==> config.mk <==
export PLATFORM = sky130hd
export DESIGN_NAME = gpu_vram_arbiter
export DESIGN_NICKNAME = d
export VERILOG_FILES = /design/src/rtl/gpu_vram_pkg.sv /design/src/rtl/gpu_vram_wfifo.sv /design/src/rtl/gpu_vram_arbiter.sv
export SDC_FILE = /design/constraint.sdc
export NUM_CORES = 1
export LEC_CHECK = 0
export CORE_UTILIZATION = 45
export DETAILED_ROUTE_END_ITERATION = 8
export PLACE_DENSITY = 0.8
export SYNTH_ARGS = -nofsm -noshare
export SYNTH_HDL_FRONTEND = slang
export SYNTH_HIERARCHICAL = 1
export SYNTH_SLANG_ARGS = --single-unit
==> constraint.sdc <==
create_clock -name clock -period 3.9 [get_ports clock]
set_clock_uncertainty 0.1 [all_clocks]
set_input_delay 0.585 -clock clock [delete_from_list [all_inputs] [get_ports clock]]
set_output_delay 0.585 -clock clock [all_outputs]
set_load 0.02 [all_outputs]
==> src/rtl/gpu_vram_pkg.sv <==
// gpu_vram_pkg: shared types for the video RAM arbiter.
//   op_e        - port slot tag carried down the read-return pipeline
//   wr_entry_t  - posted-write entry at default widths (addr, wdata, be)
package gpu_vram_pkg;

  localparam int DEF_ADDR_W = 11;
  localparam int DEF_DATA_W = 64;

  typedef enum logic [1:0] {
    OP_IDLE    = 2'd0,
    OP_DISP_RD = 2'd1,
    OP_CPU_WR  = 2'd2,
    OP_CPU_RD  = 2'd3
  } op_e;

  typedef struct packed {
    logic [DEF_ADDR_W-1:0]   addr;
    logic [DEF_DATA_W-1:0]   wdata;
    logic [DEF_DATA_W/8-1:0] be;
  } wr_entry_t;

  function automatic logic is_rd(input op_e op);
    return (op == OP_DISP_RD) || (op == OP_CPU_RD);
  endfunction

endpackage

==> src/rtl/gpu_vram_wfifo.sv <==
// gpu_vram_wfifo: synchronous FIFO holding posted CPU writes.
//   i_clock, i_reset     - clock, sync active-high reset (flushes contents)
//   i_push, i_wdata      - enqueue; ignored while full
//   i_pop,  o_rdata      - dequeue; o_rdata is the current head (show-ahead)
//   o_full, o_empty      - status
//   o_count              - entries held, 0..DEPTH
import gpu_vram_pkg::*;

module gpu_vram_wfifo #(
  parameter type entry_t = wr_entry_t,
  parameter int  DEPTH   = 4
) (
  input  logic                     i_clock,
  input  logic                     i_reset,
  input  logic                     i_push,
  input  entry_t                   i_wdata,
  input  logic                     i_pop,
  output entry_t                   o_rdata,
  output logic                     o_full,
  output logic                     o_empty,
  output logic [$clog2(DEPTH):0]   o_count
);

  localparam int              AW       = $clog2(DEPTH);
  localparam logic [AW:0]     FULL_CNT = (AW+1)'(DEPTH);

  entry_t          r_mem [DEPTH];
  logic [AW-1:0]   r_wptr, r_rptr;
  logic [AW:0]     r_count;
  logic            w_push, w_pop;

  assign o_full  = (r_count == FULL_CNT);
  assign o_empty = (r_count == '0);
  assign o_count = r_count;
  assign o_rdata = r_mem[r_rptr];

  assign w_push = i_push && !o_full;
  assign w_pop  = i_pop && !o_empty;

  // Storage carries no reset; only pointers/count define validity.
  always_ff @(posedge i_clock) begin
    if (w_push) r_mem[r_wptr] <= i_wdata;
  end

  // DEPTH is a power of two, so pointers wrap by natural overflow.
  always_ff @(posedge i_clock) begin
    if (i_reset) begin
      r_wptr  <= '0;
      r_rptr  <= '0;
      r_count <= '0;
    end else begin
      if (w_push) r_wptr <= r_wptr + 1'b1;
      if (w_pop)  r_rptr <= r_rptr + 1'b1;
      case ({w_push, w_pop})
        2'b10:   r_count <= r_count + 1'b1;
        2'b01:   r_count <= r_count - 1'b1;
        default: r_count <= r_count;
      endcase
    end
  end

endmodule

==> src/rtl/gpu_vram_arbiter.sv <==
// gpu_vram_arbiter: shares one single-port 64-bit video RAM between the
// display fetch path (absolute priority, fixed 2-edge read latency) and the
// CPU bus (writes posted through a FIFO, reads only once the FIFO is empty).
//   clock, reset                      - clock, sync active-high reset
//   disp_req/disp_addr                - display fetch request
//   disp_valid/disp_data              - display return (1-cycle pulse)
//   cpu_req_*                         - CPU valid/ready request channel
//   cpu_rd_valid/cpu_rd_data          - CPU read return (1-cycle pulse)
//   fifo_count                        - posted writes pending
//   mem_en/we/addr/wdata/be, mem_rdata - registered RAM port
import gpu_vram_pkg::*;

module gpu_vram_arbiter #(
  parameter int ADDR_W = DEF_ADDR_W,
  parameter int DATA_W = DEF_DATA_W,
  parameter int DEPTH  = 4
) (
  input  logic                     clock,
  input  logic                     reset,
  input  logic                     disp_req,
  input  logic [ADDR_W-1:0]        disp_addr,
  output logic                     disp_valid,
  output logic [DATA_W-1:0]        disp_data,
  input  logic                     cpu_req_valid,
  input  logic                     cpu_req_we,
  input  logic [ADDR_W-1:0]        cpu_req_addr,
  input  logic [DATA_W-1:0]        cpu_req_wdata,
  input  logic [DATA_W/8-1:0]      cpu_req_be,
  output logic                     cpu_req_ready,
  output logic                     cpu_rd_valid,
  output logic [DATA_W-1:0]        cpu_rd_data,
  output logic [$clog2(DEPTH):0]   fifo_count,
  output logic                     mem_en,
  output logic                     mem_we,
  output logic [ADDR_W-1:0]        mem_addr,
  output logic [DATA_W-1:0]        mem_wdata,
  output logic [DATA_W/8-1:0]      mem_be,
  input  logic [DATA_W-1:0]        mem_rdata
);

  typedef struct packed {
    logic [ADDR_W-1:0]   addr;
    logic [DATA_W-1:0]   wdata;
    logic [DATA_W/8-1:0] be;
  } wr_t;

  wr_t   w_push_ent, w_head;
  logic  w_full, w_empty, w_push, w_pop;
  op_e   w_sel;

  op_e                 r_s1, r_s2;
  logic                r_mem_en, r_mem_we;
  logic [ADDR_W-1:0]   r_mem_addr;
  logic [DATA_W-1:0]   r_mem_wdata;
  logic [DATA_W/8-1:0] r_mem_be;
  logic                r_disp_valid, r_cpu_rd_valid;
  logic [DATA_W-1:0]   r_disp_data, r_cpu_rd_data;

  // Reads wait for an empty FIFO (read-after-write ordering) and lose to the
  // display outright, so ready for a read equals "CPU_RD wins this edge".
  assign cpu_req_ready = !reset && (cpu_req_we ? !w_full : (w_empty && !disp_req));

  assign w_push     = cpu_req_valid && cpu_req_we && cpu_req_ready;
  assign w_push_ent = '{addr: cpu_req_addr, wdata: cpu_req_wdata, be: cpu_req_be};

  gpu_vram_wfifo #(
    .entry_t (wr_t),
    .DEPTH   (DEPTH)
  ) u_wfifo (
    .i_clock (clock),
    .i_reset (reset),
    .i_push  (w_push),
    .i_wdata (w_push_ent),
    .i_pop   (w_pop),
    .o_rdata (w_head),
    .o_full  (w_full),
    .o_empty (w_empty),
    .o_count (fifo_count)
  );

  // Strict priority: display, then drain posted writes, then CPU read.
  always_comb begin
    w_sel = OP_IDLE;
    if (disp_req)                                    w_sel = OP_DISP_RD;
    else if (!w_empty)                               w_sel = OP_CPU_WR;
    else if (cpu_req_valid && !cpu_req_we)           w_sel = OP_CPU_RD;
  end

  assign w_pop = (w_sel == OP_CPU_WR) && !reset;

  always_ff @(posedge clock) begin
    if (reset) begin
      r_mem_en       <= 1'b0;
      r_mem_we       <= 1'b0;
      r_mem_addr     <= '0;
      r_mem_wdata    <= '0;
      r_mem_be       <= '0;
      r_s1           <= OP_IDLE;
      r_s2           <= OP_IDLE;
      r_disp_valid   <= 1'b0;
      r_disp_data    <= '0;
      r_cpu_rd_valid <= 1'b0;
      r_cpu_rd_data  <= '0;
    end else begin
      // Idle slots keep addr/data/be to avoid needless RAM-pin toggling.
      case (w_sel)
        OP_DISP_RD: begin
          r_mem_en   <= 1'b1;
          r_mem_we   <= 1'b0;
          r_mem_addr <= disp_addr;
        end
        OP_CPU_WR: begin
          r_mem_en    <= 1'b1;
          r_mem_we    <= 1'b1;
          r_mem_addr  <= w_head.addr;
          r_mem_wdata <= w_head.wdata;
          r_mem_be    <= w_head.be;
        end
        OP_CPU_RD: begin
          r_mem_en   <= 1'b1;
          r_mem_we   <= 1'b0;
          r_mem_addr <= cpu_req_addr;
        end
        default: begin
          r_mem_en <= 1'b0;
          r_mem_we <= 1'b0;
        end
      endcase

      // Tag reaches S2 exactly when the RAM's read data is on mem_rdata.
      r_s1 <= w_sel;
      r_s2 <= r_s1;

      r_disp_valid   <= (r_s2 == OP_DISP_RD);
      r_cpu_rd_valid <= (r_s2 == OP_CPU_RD);
      if (is_rd(r_s2)) begin
        if (r_s2 == OP_DISP_RD) r_disp_data   <= mem_rdata;
        else                    r_cpu_rd_data <= mem_rdata;
      end
    end
  end

  assign mem_en       = r_mem_en;
  assign mem_we       = r_mem_we;
  assign mem_addr     = r_mem_addr;
  assign mem_wdata    = r_mem_wdata;
  assign mem_be       = r_mem_be;
  assign disp_valid   = r_disp_valid;
  assign disp_data    = r_disp_data;
  assign cpu_rd_valid = r_cpu_rd_valid;
  assign cpu_rd_data  = r_cpu_rd_data;

endmodule

After elaboration in Yosys (flattened, before gate mapping):

Memory sizes are Yosys's and may differ from the RTL's. A register that Yosys moved wholly into a read port is not among the register bits.
Index checks and enable logic that the tools add are counted.

* add/sub/neg operators: 4
* multipliers: 0
* div/mod/pow operators: 0
* $lt $le $gt $ge: 0
* equal/unequal tests: 8
* shift operators: 0
* multiplexer cells: 12
* bitwise logic cells: 1
* reduce and logical (&&, ||, !) cells: 20

Operators with widths (number)
* $pmux 11 s3: 1
* $mux 2: 5
* $eq 2x2->1 const B: 4
* $logic_and 1x1->1: 8
* $eq 2x1->1 const B: 3
* $pmux 3 s2: 1
* $logic_not 1->1: 5
* $mux 1: 5
* $add 2x1->2 const B: 2
* $reduce_and 2->1: 2
* $add 3x1->3 const B: 1
* $eq 3x3->1 const B: 1
* $logic_not 3->1: 1
* $reduce_bool 3->1: 1
* $reduce_or 3->1: 1
* $sub 3x1->3 const B: 1
* $reduce_bool 2->1: 1
* $logic_or 1x1->1: 1
* $not 1->1: 1

* flip-flop bits (word level): 226
* latch bits: 0
* bits in writable memories: 332
* ROM bits: 0
* bits of input ports: 163
* output and inout bits: 219
* logic and storage cells: 60
* memories: 1

Memories
* u_wfifo.r_mem: depth 4, width 83, read ports 1, clocked after memory_dff 1, write ports 1, line gpu_vram_wfifo.sv:27 `entry_t r_mem [DEPTH];`

Depth between registers and ports, before layout:

Gate-level depths: netlist of the first run.

* depth in word-level cells: 10
* gate-level depth with buffers: 12
* mapped depth without buffers: 11

Cells and area by module:

Netlist of the first run, hierarchy kept.

Modules (own cells, without submodules)
* gpu_vram_wfifo: instances 1, cells an instance 487, area each 12448.2 sq um, seq. area each 10149.7 sq um
* gpu_vram_arbiter: instances 1, cells an instance 810, area each 7364.6 sq um, seq. area each 4384.2 sq um

Worst setup path before layout of the first run:

OpenSTA, ideal clock, no wires.

* path type: input to register
* start point: in reset
* end point: mem u_wfifo/r_mem[2][0] (netlist bit), enable pin
* library setup time: 451 ps
* arrival: 3417 ps
* required time: 3349 ps
* slack: -67 ps
* stages on the path: 6
* buffers on the path: 2
* cells stage by stage: buf_2 -> buf_1 -> nor3_1 -> inv_1 -> nor2_1 -> and2_1

* word-level cells in the longest chain between the ends: 6

RTL lines
* start, declared: line gpu_vram_arbiter.sv:19 `input logic reset,`
* $logic_not 1->1: line gpu_vram_arbiter.sv:61 `assign cpu_req_ready = !reset && (cpu_req_we ? !w_full : (w_empty && !disp_req));`
* $logic_and 1x1->1: line gpu_vram_arbiter.sv:61
* $logic_and 1x1->1: line gpu_vram_arbiter.sv:63 `assign w_push = cpu_req_valid && cpu_req_we && cpu_req_ready;`
* named net w_push: line gpu_vram_arbiter.sv:48 `logic w_full, w_empty, w_push, w_pop;`
* $logic_and 1x1->1: line gpu_vram_wfifo.sv:37 `assign w_push = i_push && !o_full;`
* $mux 1: line gpu_vram_wfifo.sv:42 `if (w_push) r_mem[r_wptr] <= i_wdata;`
* $mux 1 (implied by the code): line gpu_vram_wfifo.sv:42
* end, declared: line gpu_vram_wfifo.sv:27

The timed path passes the listed nets, and every way through them passes these cells.

Worst setup path in the final report of the first run:

* start point: reg u_wfifo.r_count[0] (netlist: u_wfifo/o_count[0])
* end point: out cpu_req_ready

* word-level cells in the longest chain between the ends: 4
* elaborated cells between the ends (all ways): 6
* those cells by class: eq/ne: 1; mux: 1; reduce/logical: 4

RTL lines
* start, declared: line gpu_vram_wfifo.sv:29 `logic [AW:0] r_count;`
* start signal, assigned: line gpu_vram_wfifo.sv:55 `2'b10: r_count <= r_count + 1'b1;`
* start signal, assigned: line gpu_vram_wfifo.sv:56 `2'b01: r_count <= r_count - 1'b1;`
* start signal, assigned: line gpu_vram_wfifo.sv:57 `default: r_count <= r_count;`
* $logic_not 3->1: line gpu_vram_wfifo.sv:33 `assign o_empty = (r_count == '0);`
* named net w_empty: line gpu_vram_arbiter.sv:48
* $logic_and 1x1->1: line gpu_vram_arbiter.sv:61
* $mux 1: line gpu_vram_arbiter.sv:61
* $logic_and 1x1->1: line gpu_vram_arbiter.sv:61
* end, declared: line gpu_vram_arbiter.sv:29 `output logic cpu_req_ready,`

The timed path passes the listed nets, and every way through them passes these cells.

==> impl_metrics.yaml, run 1 <==
run_status:
  run_status: "finished clean"
timing:
  rsz0062_at_grt: "no"
  setup_violations: 0
  setup_tns_ns: 0
  tightest_slew_ns: 1.27
  slew_violations: 0
  period_minus_slack_ns: 3.30
  max_slew_margin_pct: 15.6
  min_period_over_period_pct: 84.7
  hold_viol: 0
  max_clock_freq_mhz: 303
cells_and_area:
  areaGrowthSynthToFinish_pct: 31.7
  nets: 1846
  drive_above_1_share_pct: 12.4
  fin_util_pct: 60.3
clocking:
  cts_setup_buffers: 0
  cts_buffers: 54
  hold_buffers: 0
  clock-sinks: 560
  clockBufferDepth: 3
  clock_latency_ns: 0.60
  root_buffer: "clkbuf_16"
  cts_tree: "yes"
  ctsResizeCount: 0
  cts.clk_slew.worst_paths_ns: 0.07
  cts_max_level: 2
global_route:
  antenna_found_initial: 19
  grt_usage_pct: 22.5
  grt_max_degree: 91
  grt_first_pass_wirelength_um: 74600
  first_global_vias: 12400
  globalRouteOverflowTotal: 0
critical_path:
  path_class: "reg -> out"
  cp_num_cells: 5
  cp_max_fo: 6
  cpPeakStageDelay_ns: 0.66
  path_cells: "nor3_1 -> nand2b_1 -> mux2_2 -> nor2_1 -> clkdlybuf4s50_1"
  worstRegToRegCells: 7
  critical_path_required_ns: 3.21
  endpoint_kind: "primary output"
  critPathLaunchType: "flip-flop"
  crit_slowest_cell: "clkdlybuf4s50_1"
  critPathLaunch: "u_wfifo/o_count[0]$_SDFFE_PP0P_"
  r2r_slack_ns: 1.03
  reg2reg_to: "mem_wdata[6]$_SDFFE_PP0P_"
  worst-path-buf-inv: 1
  worstPathArrival_ns: 2.62
  regToRegStartpoint: "u_wfifo/o_count[0]$_SDFFE_PP0P_"
  cpLargestDelayFamily: "simple AND/OR/NAND/NOR gates"
route:
  via_count: 12500
  postRouteAntennaNets: 0
  vias_per_cell: 5.38
  drt_iter0_drc: 992
  drcViolationCount: 0
  routed_wirelength_um: 51400
  drt_pass1_iterations: 7
  route.detailed.wl_per_inst_um: 22.1
synth:
  ys_warn_count: 6
  yosysUniqueCellTypes: 33
  synth_edf_count: 332
  synth_ff_type: "edfxtp_1"
  syn_area_per_cell_sq_um: 15.3
  synth-seq-cells: 560
  synth_cells: 1297
  seq_area_frac_synth_pct: 73.4
  synth_nets: 1466
  syn-cell-area_sq_um: 19800
  synthArstFlopShare_pct: 0
min_path:
  min_from: "reset"
  worstHoldEndpoint: "u_wfifo/r_wptr[0]$_SDFFE_PP0P_"
  hold_path_depth: 5
  hold_path_class: "in -> reg"
place:
  place_hpwl_um: 33900
  gp_congestion: 0.813
  io_buffers: 381
die:
  dieArea_sq_um: 44900
  core_sq_um: 43300
  die-height_um: 212
  die_width_um: 212
  io_pins: 382
  start_util_pct: 45.8
  rows: 76
power_and_ir_drop:
  ir_drop_mv: 0.384
  power.density_nw_per_um2: 476
  p_leak_uw: 0.00850
flow_run:
  drv_cap: 0
[logic make-up (layout without fill, tap and decap cells)]
kind of cell	after synthesis	in the layout	synth area share, %
mux	85	85	9.54
compound gates	220	220	7.02
simple gates	329	329	6.86
buf+inv	94	520	2.67
other cells	0	16	0
flops	560	560	73.4
xor+xnor	3	3	0.133
fa+ha+maj	6	6	0.417
[final cells by class]
cell class | count | area [sq um]
Fill cell | 3168 | 17200
Sequential cell | 560 | 14500
Multi-Input combinational cell | 643 | 4780
Timing Repair Buffer | 409 | 4160
Clock buffer | 68 | 1480
Tap cell | 585 | 732
Clock inverter | 34 | 345
Antenna cell | 16 | 40.0
Inverter | 9 | 33.8
[per-stage QoR]
| stage | power, uW | std cells | setup WS (ns) | instance area [sq um] | hold WS (ns) |
|---|---|---|---|---|---|
| final | 12400 | 2324 | 0.595 | 26100 | 0.309 |
| after detailed placement | 7260 | 2206 | 0.637 | 24200 | 0.345 |
| after CTS | 12500 | 2308 | 0.597 | 26100 | 0.279 |
| after global placement | 7240 | 2206 | 0.664 | 24200 | 0.325 |
| after global routing | 12800 | 2321 | 0.472 | 26100 | 0.344 |
| after floorplan | 6820 | 1297 | 0.839 | 19800 | 0.314 |
[worst min-delay path, delay by kind of cell]
| family | cells | cell delay, ns |
|---|---|---|
| buffers and inverters | 2 | 0.18 |
| AND/OR/NAND/NOR | 2 | 0.15 |
| AO/OA/AOI/OAI | 1 | 0.05 |
[synthesized netlist by cell type (2+ instances only)]
library cell | number | area, sq um
edfxtp_1 | 332 | 9970
nand2_1 | 259 | 972
dfxtp_1 | 228 | 4560
a21oi_1 | 132 | 661
mux4_2 | 83 | 1870
a22o_1 | 72 | 631
buf_2 | 39 | 195
nor2_1 | 22 | 82.6
buf_6 | 16 | 180
clkbuf_1 | 16 | 60.1
nor3_1 | 15 | 75.1
buf_1 | 12 | 45.0
nor4_1 | 11 | 68.8
o22ai_1 | 11 | 68.8
inv_1 | 9 | 33.8
and2_1 | 5 | 31.3
ha_1 | 5 | 62.6
nor2b_1 | 5 | 31.3
nand2b_1 | 4 | 25.0
o21ai_0 | 3 | 15.0
or3_1 | 3 | 18.8
xor2_1 | 3 | 26.3
buf_4 | 2 | 15.0
[cell usage in the layout, fill, tap and decap left out, types with 15 or more instances in the layout]
cell             instances
clkdlybuf4s50_1        380
edfxtp_1               332
nand2_1                258
dfxtp_1                226
a21oi_1                132
mux4_2                  83
a22o_1                  72
clkbuf_16               55
nor2_1                  22
buf_4                   18
diode_2                 16
nor3_1                  15
[worst max path at each step]
stage / end / slack [ns]
3_3_place_gp: u_wfifo/r_mem[0][17]$_DFFE_PP_ / 0.66
2_1_floorplan: u_wfifo/r_mem[0][0]$_DFFE_PP_ / 0.84
5_1_grt: cpu_req_ready / 0.47
4_1_cts: cpu_req_ready / 0.60
6_report: cpu_req_ready / 0.60
3_5_place_dp: u_wfifo/r_mem[0][64]$_DFFE_PP_ / 0.64
[state kept, by name (all words and copies together), names as in the netlist, named ones only]
signal / count
cpu_rd_valid: 1
mem_addr: 11
u_wfifo/r_wptr: 2
u_wfifo/r_mem: 332
u_wfifo/o_count: 3
mem_wdata: 64
mem_we: 1
u_wfifo/r_rptr: 2
disp_data: 64
mem_en: 1
cpu_rd_data: 64
r_s2: 2
disp_valid: 1
mem_be: 8
r_s1: 2
[power breakdown]
group          internal [uW]  switching (uW)
Combinational            346             374
Clock                   3040            2250
Sequential              6360            54.2
[metal layers]
layer | GRT usage [%] | up-vias | share of wire (%)
met3 | 6.44 | 89 | 8.7
li1 | - | 5599 | -
met5 | 0 | - | 0.11
met1 | 26.7 | 6250 | 38
met4 | 12.3 | 8 | 4.3
met2 | 36.9 | 568 | 49
No activity file was read; power rests on OpenSTA's default activity.
==> run 2, diff against run 1 <==
==> constraint.sdc (replaced) <==
create_clock -name clock -period 2.89 [get_ports clock]
set_clock_uncertainty 0.1 [all_clocks]
set_input_delay 0.4335 -clock clock [delete_from_list [all_inputs] [get_ports clock]]
set_output_delay 0.4335 -clock clock [all_outputs]
set_load 0.02 [all_outputs]
==> run 2 against run 1 <==
- utilization grew 0.37 points
- non-clock buffer count grew 18
- sequential cell count is the same
- global-route usage grew 0.83 points
- wire length grew 2.1%
- total power grew 33%
- sequential power grew 35%
- die area is the same
- critical path depth is the same
- setup slack lost 0.29 ns
- worst hold slack lost 0.24 ns
- critical path type unchanged
- largest cell class unchanged
- largest power group unchanged
==> impl_metrics.yaml, run 2 (synthesis results as in run 1) <==
critical_path:
  critical_path_required_ns: 2.36
  endpoint_kind: "primary output"
  worstPathArrival_ns: 2.05
  path_class: "reg -> out"
  path_cells: "nor3_2 -> nand2b_1 -> mux2_2 -> nor2_1 -> dlygate4sd2_1"
  cp_max_fo: 6
  critPathLaunchType: "flip-flop"
  crit_slowest_cell: "dlygate4sd2_1"
  cpPeakStageDelay_ns: 0.38
global_route:
  grt_max_degree: 84
  first_global_vias: 12700
  globalRouteOverflowTotal: 0
  grt_usage_pct: 23.3
  grt_first_pass_wirelength_um: 76900
  antenna_found_initial: 23
die:
  io_pins: 382
  rows: 76
  die-height_um: 212
  die_width_um: 212
  core_sq_um: 43300
  dieArea_sq_um: 44900
  start_util_pct: 45.8
timing:
  rsz0062_at_grt: "no"
  min_period_over_period_pct: 89.3
  period_minus_slack_ns: 2.58
  max_slew_margin_pct: 40.9
  max_clock_freq_mhz: 387
  setup_violations: 0
  setup_tns_ns: 0
  tightest_slew_ns: 0.886
  slew_violations: 0
  holdWs_ns: 0.0678
  hold_viol: 0
place:
  io_buffers: 381
  place_hpwl_um: 35100
  gp_congestion: 0.836
clocking:
  root_buffer: "clkbuf_16"
  cts_tree: "yes"
  cts_buffers: 55
  cts_max_level: 2
  clock-sinks: 560
  clock_latency_ns: 0.61
  clockBufferDepth: 3
  cts.clk_slew.worst_paths_ns: 0.06
  hold_buffers: 0
route:
  postRouteAntennaNets: 0
  wl_met1_um: 19400
  routed_wirelength_um: 52500
  drt_iter0_drc: 1054
  top_layer: "met5"
  via_count: 12500
  vias_per_cell: 5.36
  met2_wirelength_um: 25900
  route.detailed.wl_per_inst_um: 22.5
  drt_pass1_iterations: 5
  met3WireLength_um: 4750
  drcViolationCount: 0
min_path:
  hold_path_class: "in -> reg"
power_and_ir_drop:
  p_leak_uw: 0.00859
  power_uw: 16500
  ir_drop_mv: 0.468
  power.density_nw_per_um2: 629
cells_and_area:
  multi_input_comb_area_sq_um: 4780
  largest_reg_flops: 332
  areaGrowthSynthToFinish_pct: 32.5
  drive_above_1_share_pct: 12.8
  seqCellArea_sq_um: 14500
  mostFrequentLayoutCells: "clkdlybuf4s50_1, edfxtp_1, nand2_1"
  final_common_cell: "clkdlybuf4s50_1"
  regMostFlops: "u_wfifo/r_mem"
  nets: 1865
  nFillCells: 3108
run_status:
  run_status: "finished clean"
flow_run:
  drv_cap: 0
==> run 2: cell types whose count changed in the layout (fill, tap and decap cells not counted), sizes merged <==
| cell | previous run | this run |
|---|---|---|
| buf | 29 | 47 |
| bufinv | 5 | 1 |
| clkbuf | 68 | 87 |
| clkdlybuf4s50 | 380 | 379 |
| clkinv | 16 | 6 |
| clkinvlp | 8 | 1 |
| diode | 16 | 13 |
| dlygate4sd2 | 0 | 1 |
| inv | 14 | 13 |
==> run 2: through the flow <==
| step | instance area [sq um] | setup WS [ns] | util (%) | instances |
|---|---|---|---|---|
| final | 26300 | 0.309 | 60.7 | 2336 |
| after global placement | 24500 | 0.214 | 56.6 | 2224 |
| after CTS | 26200 | 0.272 | 60.6 | 2323 |
| after floorplan | 19800 | -0.0198 | - | 1297 |
| after detailed placement | 24500 | 0.177 | 56.6 | 2224 |
| after global routing | 26300 | 0.184 | 60.7 | 2333 |
==> run 2: layer usage <==
layer	GRT usage, %	vias up
li1	-	5637
met1	27.0	6164
met2	38.8	579
met3	7.15	131
met4	12.2	16
met5	0	-
==> run 2: path summary, 6_finish.rpt <==
kind              slack [ns]  depth (start not counted)                       startpoint                         endpoint
setup reg to reg        0.37                         11  u_wfifo/o_count[0]$_SDFFE_PP0P_  u_wfifo/o_count[2]$_SDFFE_PP0P_
setup / recovery        0.31                          5  u_wfifo/o_count[1]$_SDFFE_PP0P_                    cpu_req_ready
hold / removal          0.07                          2                            reset                mem_en$_SDFF_PP0_
hold reg to reg         0.34                          1               r_s1[0]$_SDFF_PP0_               r_s2[0]$_SDFF_PP0_
==> run 2: cell type report <==
class	instances	share of cell area, %
clock inverters	12	0.534
diodes	13	0.124
multi-input cells	643	18.2
flip-flops and latches	560	55.4
inverters	9	0.129
repair buffers	427	16.7
well taps	585	2.79
clock buffers	87	6.12
==> run 2: report_power, final <==
group	switching, uW	internal, uW	leakage (uW)	total, uW
clock network	2960	3920	0.000851	6880
registers	71.9	8580	0.00485	8650
logic	504	479	0.00289	983
==> run 2: repair_timing <==
action | CTS | global route
resized for setup | 2 | 0
endpoints found under the setup margin | 1 | 0
buffers inserted | 0 | 0
==> run 2: worst max-delay path, delay by kind of cell, from the launching register on <==
kind / cells / cell delay, ns
multiplexers: 1 / 0.27
flip-flops: 1 / 0.36
AND/OR/NAND/NOR: 3 / 0.45
buffers and inverters: 1 / 0.38
==> run 3, diff against run 2 <==
--- a/config.mk
+++ b/config.mk
@@ -8,6 +8,7 @@
 export CORE_UTILIZATION = 45
 export DETAILED_ROUTE_END_ITERATION = 8
 export PLACE_DENSITY = 0.8
+export SETUP_SLACK_MARGIN = 0.3
 export SYNTH_ARGS = -nofsm -noshare
 export SYNTH_HDL_FRONTEND = slang
 export SYNTH_HIERARCHICAL = 1
==> constraint.sdc (replaced) <==
create_clock -name clock -period 2.89 [get_ports clock]
set_clock_uncertainty 0.1 [all_clocks]
set_input_delay 0.578 -clock clock [delete_from_list [all_inputs] [get_ports clock]]
set_output_delay 0.578 -clock clock [all_outputs]
set_load 0.02 [all_outputs]
==> run 3 against run 2 <==
- critical path depth up 1
- via count down 0.39%
- sequential cell count unchanged
- final cell count up 0.13%
- combinational power up 0.8%
- non-clock buffer count up 3
- count of clock-buffer cells in the layout down 20
- wire length down 0.71%
- global-route usage down 0.27 points
- clock power up 5.1%
- total power up 2.2%
- largest cell class unchanged
==> impl_metrics.yaml, run 3 (synthesis results as in run 1) <==
critical_path:
  crit_slowest_cell: "dfxtp_4"
  cp_common_cell: "buf_6"
  critical_path_required_ns: 2.21
  worstRegToRegCells: 12
  cpPeakStageDelay_ns: 0.36
  path_class: "reg -> out"
  endpoint_kind: "primary output"
  worstPathArrival_ns: 1.84
  path_cells: "nor3_4 -> buf_6 -> nand2b_1 -> mux2_4 -> nor2_4 -> buf_6"
  cp_max_fo: 6
  critPathLaunchType: "flip-flop"
min_path:
  hold_path_depth: 5
  hold_path_class: "in -> reg"
flow_run:
  drv_cap: 0
die:
  io_pins: 382
  start_util_pct: 45.8
  core_sq_um: 43300
  die-height_um: 212
  die_width_um: 212
  dieArea_sq_um: 44900
  rows: 76
timing:
  period_minus_slack_ns: 2.52
  setup_tns_ns: 0
  tightest_slew_ns: 0.765
  min_period_over_period_pct: 87.1
  slew_violations: 0
  max_slew_margin_pct: 49.0
  max_clock_freq_mhz: 397
  hold_viol: 0
  rsz0062_at_grt: "yes"
  setup_violations: 0
  holdWs_ns: 0.326
cells_and_area:
  mostFrequentLayoutCells: "clkdlybuf4s50_1, edfxtp_1, nand2_1"
  regMostFlops: "u_wfifo/r_mem"
  nets: 1867
  final_common_cell: "clkdlybuf4s50_1"
  largest_reg_flops: 332
  areaGrowthSynthToFinish_pct: 33.1
  drive_above_1_share_pct: 14.1
  final_cells: 2339
place:
  gp_congestion: 0.815
  place_hpwl_um: 34400
  dp.cells: 2223
  io_buffers: 381
route:
  vias_per_cell: 5.33
  drt_pass1_iterations: 5
  routed_wirelength_um: 52100
  via_count: 12500
  drt_iter0_drc: 1104
  postRouteAntennaNets: 0
  route.detailed.wl_per_inst_um: 22.3
  drcViolationCount: 0
power_and_ir_drop:
  power_uw: 16900
  ir_drop_mv: 0.618
  power.density_nw_per_um2: 640
  p_leak_uw: 0.00864
clocking:
  cts_max_level: 2
  clockBufferDepth: 3
  root_buffer: "clkbuf_16"
  cts.clk_slew.worst_paths_ns: 0.06
  cts_tree: "yes"
  clock-sinks: 560
  clock_latency_ns: 0.62
  cts_buffers: 54
global_route:
  grt_usage_pct: 23.0
  grt_max_degree: 76
  grt_first_pass_wirelength_um: 76500
  antenna_found_initial: 18
  globalRouteOverflowTotal: 0
  first_global_vias: 12700
run_status:
  run_status: "finished clean"
run 3: cell count changes in the layout (fill, tap and decap cells not counted), moves of 4 or more:
cell        previous run  this run
clkbuf_1              22         7
clkinv_2               4        10
buf_4                 28        33
bufinv_16              1         6
clkinv_1               0         5
clkinvlp_4             1         6
buf_12                19        15
run 3: metrics by stage:
| step | instance area (sq um) | util [%] | setup slack (ns) |
|---|---|---|---|
| after CTS | 26300 | 60.8 | 0.309 |
| after global placement | 24400 | 56.5 | 0.201 |
| after floorplan | 19800 | - | 0.303 |
| after global routing | 26400 | 60.9 | 0.284 |
| after detailed placement | 24400 | 56.5 | 0.175 |
| final | 26400 | 61.0 | 0.374 |
run 3: final timing paths:
path | from | to | slack, ns
setup reg to reg | u_wfifo/o_count[1]$_SDFFE_PP0P_ | u_wfifo/o_count[2]$_SDFFE_PP0P_ | 0.44
hold / removal | reset | u_wfifo/r_wptr[0]$_SDFFE_PP0P_ | 0.33
setup / recovery | u_wfifo/o_count[2]$_SDFFE_PP0P_ | cpu_req_ready | 0.37
hold reg to reg | r_s1[0]$_SDFF_PP0_ | r_s2[0]$_SDFF_PP0_ | 0.35
run 3: repair_timing:
action                                  4_1_cts  5_1_grt
setup buffers                                 2        2
pin swaps                                     1        1
endpoints found under the setup margin        1        1
resized for setup                             4        6
hold buffers                                  0        0
run 3: final cells by class:
| cell class | count | area [sq um] |
|---|---|---|
| Fill cell | 3128 | 16900 |
| Sequential cell | 560 | 14500 |
| Multi-Input combinational cell | 643 | 4810 |
| Timing Repair Buffer | 430 | 4380 |
| Clock buffer | 67 | 1460 |
| Tap cell | 585 | 732 |
| Clock inverter | 33 | 383 |
| Inverter | 9 | 33.8 |
| Antenna cell | 12 | 30.0 |
run 3: report_power, final:
part	total, uW	switching [uW]	internal (uW)
Clock	7230	3080	4150
Sequential	8650	69.5	8580
Combinational	991	507	484
Total	16900	3660	13200
run 3: metal layers:
layer | global-route usage (%) | part of all wire [%] | vias up
met5 | 0 | 0.18 | -
met4 | 10.2 | 2.7 | 14
met3 | 7.27 | 9.4 | 89
met2 | 38.7 | 51 | 555
met1 | 27.1 | 37 | 6179
li1 | - | - | 5641
run 3: worst max-delay path: cells and delay by family (launching register included):
family	cells	cell delay [ns]
mux	1	0.29
simple gates	3	0.35
flops	1	0.36
buf+inv	2	0.25
